$ cat src/rtl/dcu_fill_pkg.sv
// Shared types and constants for the data-cache line-fill buffer.
package dcu_fill_pkg;

  localparam int LINE_WORDS = 4;
  localparam int SLOT_W     = 2;
  localparam logic [3:0] WE_ALL = 4'hF;

  typedef enum logic [1:0] {
    IDLE,
    REQ,
    FILL,
    DONE
  } fill_state_e;

  typedef logic [SLOT_W-1:0] slot_t;

endpackage

$ cat src/rtl/fill_line_buf.sv
// Four-word line holding buffer: one write port, two asynchronous read
// ports (RAM write-out and critical-word forwarding).
module fill_line_buf
  import dcu_fill_pkg::*;
(
  input  logic        clk,
  input  logic        wr_en,
  input  slot_t       wr_slot,
  input  logic [31:0] wr_data,
  input  slot_t       rd_slot,
  output logic [31:0] rd_data,
  input  slot_t       fwd_slot,
  output logic [31:0] fwd_data
);

  logic [31:0] mem [LINE_WORDS];

  // Store one received word into its wrap-order slot.
  // NOTE: the storage has no reset; a slot is always written before the
  // write-out or forward path is allowed to read it.
  always_ff @(posedge clk) begin
    if (wr_en) mem[wr_slot] <= wr_data;
  end

  assign rd_data  = mem[rd_slot];
  assign fwd_data = mem[fwd_slot];

endmodule

$ cat src/rtl/dcu_fill_buf.sv
// Data-cache line-fill buffer: requests a line from the bus interface,
// gathers four words critical-word-first and drains them into the cache
// RAM whenever the pipeline leaves the port free.
module dcu_fill_buf
  import dcu_fill_pkg::*;
#(
  parameter int AMSB       = 12,
  parameter int LINE_WORDS = 4
) (
  input  logic            clk,
  input  logic            reset,
  input  logic            fill_req,
  input  logic [AMSB:0]   fill_addr,
  input  logic [1:0]      fill_way,
  output logic            fill_busy,
  output logic            fill_done,
  output logic            biu_req,
  output logic [AMSB:0]   biu_addr,
  input  logic            biu_ack,
  input  logic            biu_data_vld,
  input  logic [31:0]     biu_data,
  output logic            fwd_vld,
  output logic [31:0]     fwd_data,
  input  logic            ram_busy,
  output logic            dc_enable,
  output logic [3:0]      dc_we,
  output logic [1:0]      dc_bank_sel,
  output logic [AMSB:0]   dc_addr,
  output logic [63:0]     dc_data
);

  fill_state_e     state;
  logic [AMSB-4:0] line;
  slot_t           crit;
  logic [1:0]      way;
  logic [2:0]      rcv_cnt;
  logic [2:0]      wr_cnt;

  logic            accept;
  logic            wr_go;
  slot_t           rcv_slot;
  slot_t           wr_slot;
  logic [31:0]     wr_word;
  logic [31:0]     fwd_word;

  // A word is taken in FILL, or in REQ when it rides along with the ack,
  // until the whole line has arrived.
  assign accept = ((state == REQ && biu_ack) || state == FILL) && biu_data_vld &&
                  (rcv_cnt < 3'(LINE_WORDS));
  // Drain only words stored in earlier cycles; never write during reset.
  assign wr_go  = (state == FILL) && (wr_cnt < rcv_cnt) && !ram_busy && !reset;

  assign rcv_slot = crit + rcv_cnt[1:0];
  assign wr_slot  = crit + wr_cnt[1:0];

  fill_line_buf u_line_buf (
    .clk      (clk),
    .wr_en    (accept),
    .wr_slot  (rcv_slot),
    .wr_data  (biu_data),
    .rd_slot  (wr_slot),
    .rd_data  (wr_word),
    .fwd_slot (crit),
    .fwd_data (fwd_word)
  );

  // Fill sequencing FSM with counters and registered handshake outputs.
  // NOTE: all sequential state uses non-blocking assignments so every flop
  // samples the pre-edge values regardless of statement order.
  always_ff @(posedge clk) begin
    if (reset) begin
      state     <= IDLE;
      line      <= '0;
      crit      <= '0;
      way       <= '0;
      rcv_cnt   <= '0;
      wr_cnt    <= '0;
      fwd_vld   <= 1'b0;
      biu_req   <= 1'b0;
      fill_busy <= 1'b0;
      fill_done <= 1'b0;
    end else begin
      fwd_vld <= accept && (rcv_cnt == 3'd0);
      if (accept) rcv_cnt <= rcv_cnt + 3'd1;
      if (wr_go)  wr_cnt  <= wr_cnt + 3'd1;
      case (state)
        IDLE: begin
          if (fill_req) begin
            line      <= fill_addr[AMSB:4];
            crit      <= fill_addr[3:2];
            way       <= fill_way;
            rcv_cnt   <= '0;
            wr_cnt    <= '0;
            biu_req   <= 1'b1;
            fill_busy <= 1'b1;
            state     <= REQ;
          end
        end
        REQ: begin
          if (biu_ack) begin
            biu_req <= 1'b0;
            state   <= FILL;
          end
        end
        FILL: begin
          if (wr_go && wr_cnt == 3'(LINE_WORDS - 1)) begin
            fill_done <= 1'b1;
            state     <= DONE;
          end
        end
        DONE: begin
          fill_done <= 1'b0;
          fill_busy <= 1'b0;
          state     <= IDLE;
        end
        default: state <= IDLE;
      endcase
    end
  end

  assign biu_addr = {line, crit, 2'b00};
  assign fwd_data = fwd_vld ? fwd_word : 32'h0;

  // RAM write port drive; idle values are zero so reset shows all-zero outputs.
  // NOTE: every output gets a default first so no path can infer a latch.
  always_comb begin
    dc_enable   = 1'b0;
    dc_we       = 4'h0;
    dc_bank_sel = 2'b00;
    dc_addr     = '0;
    dc_data     = '0;
    if (wr_go) begin
      dc_enable   = 1'b1;
      dc_we       = WE_ALL;
      dc_bank_sel = way;
      dc_addr     = {line, wr_slot, 2'b00};
      dc_data     = {wr_word, wr_word};
    end
  end

endmodule

$ cat config.mk
export PLATFORM = sky130hd
export DESIGN_NAME = dcu_fill_buf
export DESIGN_NICKNAME = d
export VERILOG_FILES = /design/src/rtl/dcu_fill_pkg.sv /design/src/rtl/fill_line_buf.sv /design/src/rtl/dcu_fill_buf.sv
export SDC_FILE = /design/constraint.sdc
export NUM_CORES = 1
export LEC_CHECK = 0
export ABC_AREA = 0
export CELL_PAD_IN_SITES_DETAIL_PLACEMENT = 0
export CELL_PAD_IN_SITES_GLOBAL_PLACEMENT = 2
export CORE_MARGIN = 1
export CORE_UTILIZATION = 35
export CTS_CLUSTER_SIZE = 24
export DETAILED_ROUTE_END_ITERATION = 12
export GPL_TIMING_DRIVEN = 0
export PLACE_DENSITY = 0.81
export SYNTH_ARGS = -nofsm -noshare
export SYNTH_HDL_FRONTEND = slang
export SYNTH_HIERARCHICAL = 1
export SYNTH_SLANG_ARGS = --single-unit
$ cat constraint.sdc
create_clock -name clk -period 4.6 [get_ports clk]
set_input_delay 0.69 -clock clk [delete_from_list [all_inputs] [get_ports clk]]
set_output_delay 0.69 -clock clk [all_outputs]
set_load 0.02 [all_outputs]
==> run_results.csv <==
group,metric,value,unit
drt,initial_drt_pass_iterations,4,
synth,yosysWarnings,6,
drt,wl_met3,658,um
drt,top_layer,"met4",
timing,max_freq,252,MHz
synth,synthFlopType,"edfxtp_1",
floorplanning,die-area,0.0222,mm^2
timing,period_minus_slack,3970,ps
grt,grt_pass1_wl,27.4,mm
timing,fin_ws,629,ps
drt,drtAntennaViolNets,0,
drt,drt-met1-wl,7.23,mm
drt,via_per_inst,4.80,
cells_and_area,post_route_cells_drive_above_1_share,0.237,
floorplanning,pin_count,186,
floorplanning,die_w,149,um
placement,dp_cells,936,
cts,ctsHtreeMaxLevel,4,
worst_hold_path,worstHoldPathType,"reg2reg",
grt,globalRoute.totalOverflow,0,
grt,first_global_vias,4953,
cts,tritoncts.num_buffers,17,
cells_and_area,layout.filler_cells,1825,
synth,netlist-cell-type-count,36,
cells_and_area,diodes,0,
timing,fin_hold_viols,0,
cts,worst_skew_pair_latency,410,ps
worst_setup_path,worstSetupStartpointType,"register",
drt,num_vias,4646,
cts,root_buffer,"clkbuf_16",
drt,detail_route.wl_per_cell,18.3,um
worst_setup_path,critPathMaxFanout,10,
cells_and_area,finalNonFillerCells,968,
cts,cts.clk_slew.worst_paths,60,ps
placement,place_congestion,0.724,
drt,routed-wl-met2,9.54,mm
cells_and_area,area_growth_syn_to_layout,37.7,%
synth,yosys_register_bits,153,
timing,post-route-period-util,0.863,
cells_and_area,fin_nets,746,
worst_setup_path,crit_type,"reg2out",
drt,detailedRoute.firstIterationViolations,184,
floorplanning,rows,53,
drt,wirelength,17.7,mm
cts,cts_post_setup_buffers_inserted,0,
worst_hold_path,hold_end,"way[1]",
synth,syn_area_per_cell,15.9,um^2
timing,fin_worst_hold_slack,458,ps
placement,pre_cts_slack,912,ps
run,max_cap_viol_count,0,
timing,finalSetupViolCount,0,
floorplanning,initial_cell_density_of_the_core,0.358,
timing,timing.max_slew.rel_slack,0.550,
cts,clock-sinks,153,
drt,drcViolationCount,0,
cts,cts_hold_buf,0,
cells_and_area,final_util,0.493,
worst_setup_path,setup.reg_to_reg.worst_slack,2000,ps
worst_setup_path,setup.worst_path.end_class,"output pin",
synth,mappedNetlistArea,0.00755,mm^2
floorplanning,overall_die_height,149,um
grt,antenna_found_initial,0,
synth,synth_enable_flop_cells,128,
timing,worst_pin_slew,672,ps
cts,cts.path.max_buffers,2,
power,power_density,382,mW/mm^2
power,static-leakage-power,3.58,nW
cts,tritoncts,"done",
timing,timing.setup.tns,0,ps
worst_hold_path,holdPathStages,2,
worst_setup_path,rr_endpoint,"u_line_buf/mem[0][29]",
outcome,outcome,"finished, final reports clean",
worst_hold_path,hold_path.startpoint,"way[1]",
worst_setup_path,reg2regPathDepth,7,
grt,pin_count_of_the_biggest_net_entering_global_routing,28,
placement,io_buffers,178,
worst_setup_path,critical_path_required,3910,ps
worst_setup_path,worst_reg2reg_path_startpoint,"state[0]",
synth,postSynthCellCount,474,
synth,share_of_async_settable_or_async_resettable_flops_after_synthesis,0,
timing,grt_setup_unrepaired,"no",
cts,cts-resized-gates,0,
power,irDropWorstVdd,247,uV
worst_setup_path,timing.critical_path.arrival,3280,ps
grt,grt.total_usage,0.168,
placement,total_half_perimeter_wirelength_after_legalization_and_detailed_placement,12.5,mm
timing,finalMaxSlewViolations,0,
synth,synth-seq-area-share,0.575,
timing,clock_skew,9.50,ps
floorplanning,placeableCoreArea,0.0211,mm^2
-- critical path: stages (launching register included) --
cell and delay (ps):
dfxtp_1 480, ha_1 220, xnor2_1 80, xnor2_1 490, buf_2 410, mux4_2 360, and2_1 170, buf_4 130
clkdlybuf4s50_1 520
-- flip-flops by register name (all words and copies together) (netlist names) --
name	cells
crit	2
fwd_vld	1
line	9
state	2
u_line_buf/mem	128
fill_done	1
biu_req	1
way	2
fill_busy	1
rcv_cnt	3
wr_cnt	3
-- cell families after synthesis --
| kind of cell | synth area share |
|---|---|
| buffers and inverters | 0.0757 |
| AND/OR/NAND/NOR | 0.102 |
| AO/OA/AOI/OAI | 0.0214 |
| multiplexers | 0.197 |
| flip-flops | 0.575 |
| adder cells (fa/ha/maj) | 0.0215 |
| XOR/XNOR | 0.00696 |
| other | 0.000497 |
-- metrics by stage --
step | instance area, um^2 | total power [mW]
after floorplan | 7560 | 2.28
after global placement | 9690 | 2.56
after detailed placement | 9790 | 2.60
after CTS | 10400 | 4.02
after global routing | 10400 | 4.14
final | 10400 | 3.97
-- layout by cell type (no fill, tap or decap), types with 2 or more instances in the layout --
cell type,n
nand2b_1,2
clkinv_4,4
a21oi_1,19
bufinv_16,3
xnor2_1,6
mux2i_1,3
mux4_1,4
conb_1,4
and3b_2,2
clkbuf_16,17
and2_1,78
dfxtp_1,25
nor2_1,7
nand2_1,34
edfxtp_1,128
inv_6,2
clkbuf_2,3
o211ai_1,2
o211a_1,2
mux4_2,60
ha_1,13
buf_4,41
buf_2,7
buf_6,6
clkdlybuf4s50_1,178
clkbuf_1,7
buf_12,9
nor3b_2,2
inv_1,8
-- final cells by class --
| type | instances | area [um^2] | share of cell area |
|---|---|---|---|
| Clock inverter | 13 | 170 | 0.0164 |
| Clock buffer | 19 | 433 | 0.0416 |
| Multi-Input combinational cell | 250 | 2650 | 0.255 |
| Inverter | 8 | 30.0 | 0.00289 |
| Tap cell | 275 | 344 | 0.0331 |
| Sequential cell | 153 | 4340 | 0.418 |
| Timing Repair Buffer | 184 | 1880 | 0.181 |
| Buffer | 66 | 542 | 0.0521 |
-- worst max path at each step --
stage	startpoint	endpoint	slack, ps	cells after the start
detailed placement	ram_busy	dc_data[62]	910	7
global placement	biu_ack	u_line_buf/mem[0][19]	-2200	4
CTS	crit[0]	dc_data[62]	560	8
finish	crit[0]	dc_data[61]	630	8
global route	crit[0]	dc_data[61]	470	8
floorplan	biu_ack	u_line_buf/mem[0][0]	610	3
-- cell usage after synthesis (2+ instances only) --
cell type,count,area (um^2)
o211ai_1,2,15.0
nand2b_1,2,12.5
xnor2_1,6,52.6
clkbuf_1,5,18.8
edfxtp_1,128,3840
mux4_1,4,105
dfxtp_1,25,500
nand2_1,34,128
o211a_1,2,20.0
nor2_1,7,26.3
inv_1,8,30.0
and2_1,78,488
clkbuf_2,3,15.0
a21oi_1,19,95.1
buf_4,41,308
and3_1,2,12.5
buf_6,4,45.0
and3b_1,2,17.5
buf_12,6,120
ha_1,13,163
buf_2,7,35.0
mux2i_1,3,30.0
mux4_2,60,1350
-- where the power goes --
group          switching, mW  leakage, nW  internal (mW)
logic                  0.423         1.93          0.462
registers             0.0585         1.36           1.61
clock network          0.550        0.291          0.861
-- routing by layer --
metal	vias to the layer above	global-route usage
met4	0	0.0520
met3	18	0.0324
met5	-	0
li1	2166	-
met1	2351	0.198
met2	111	0.306
Note: power is estimated with default switching activity, not from simulation.
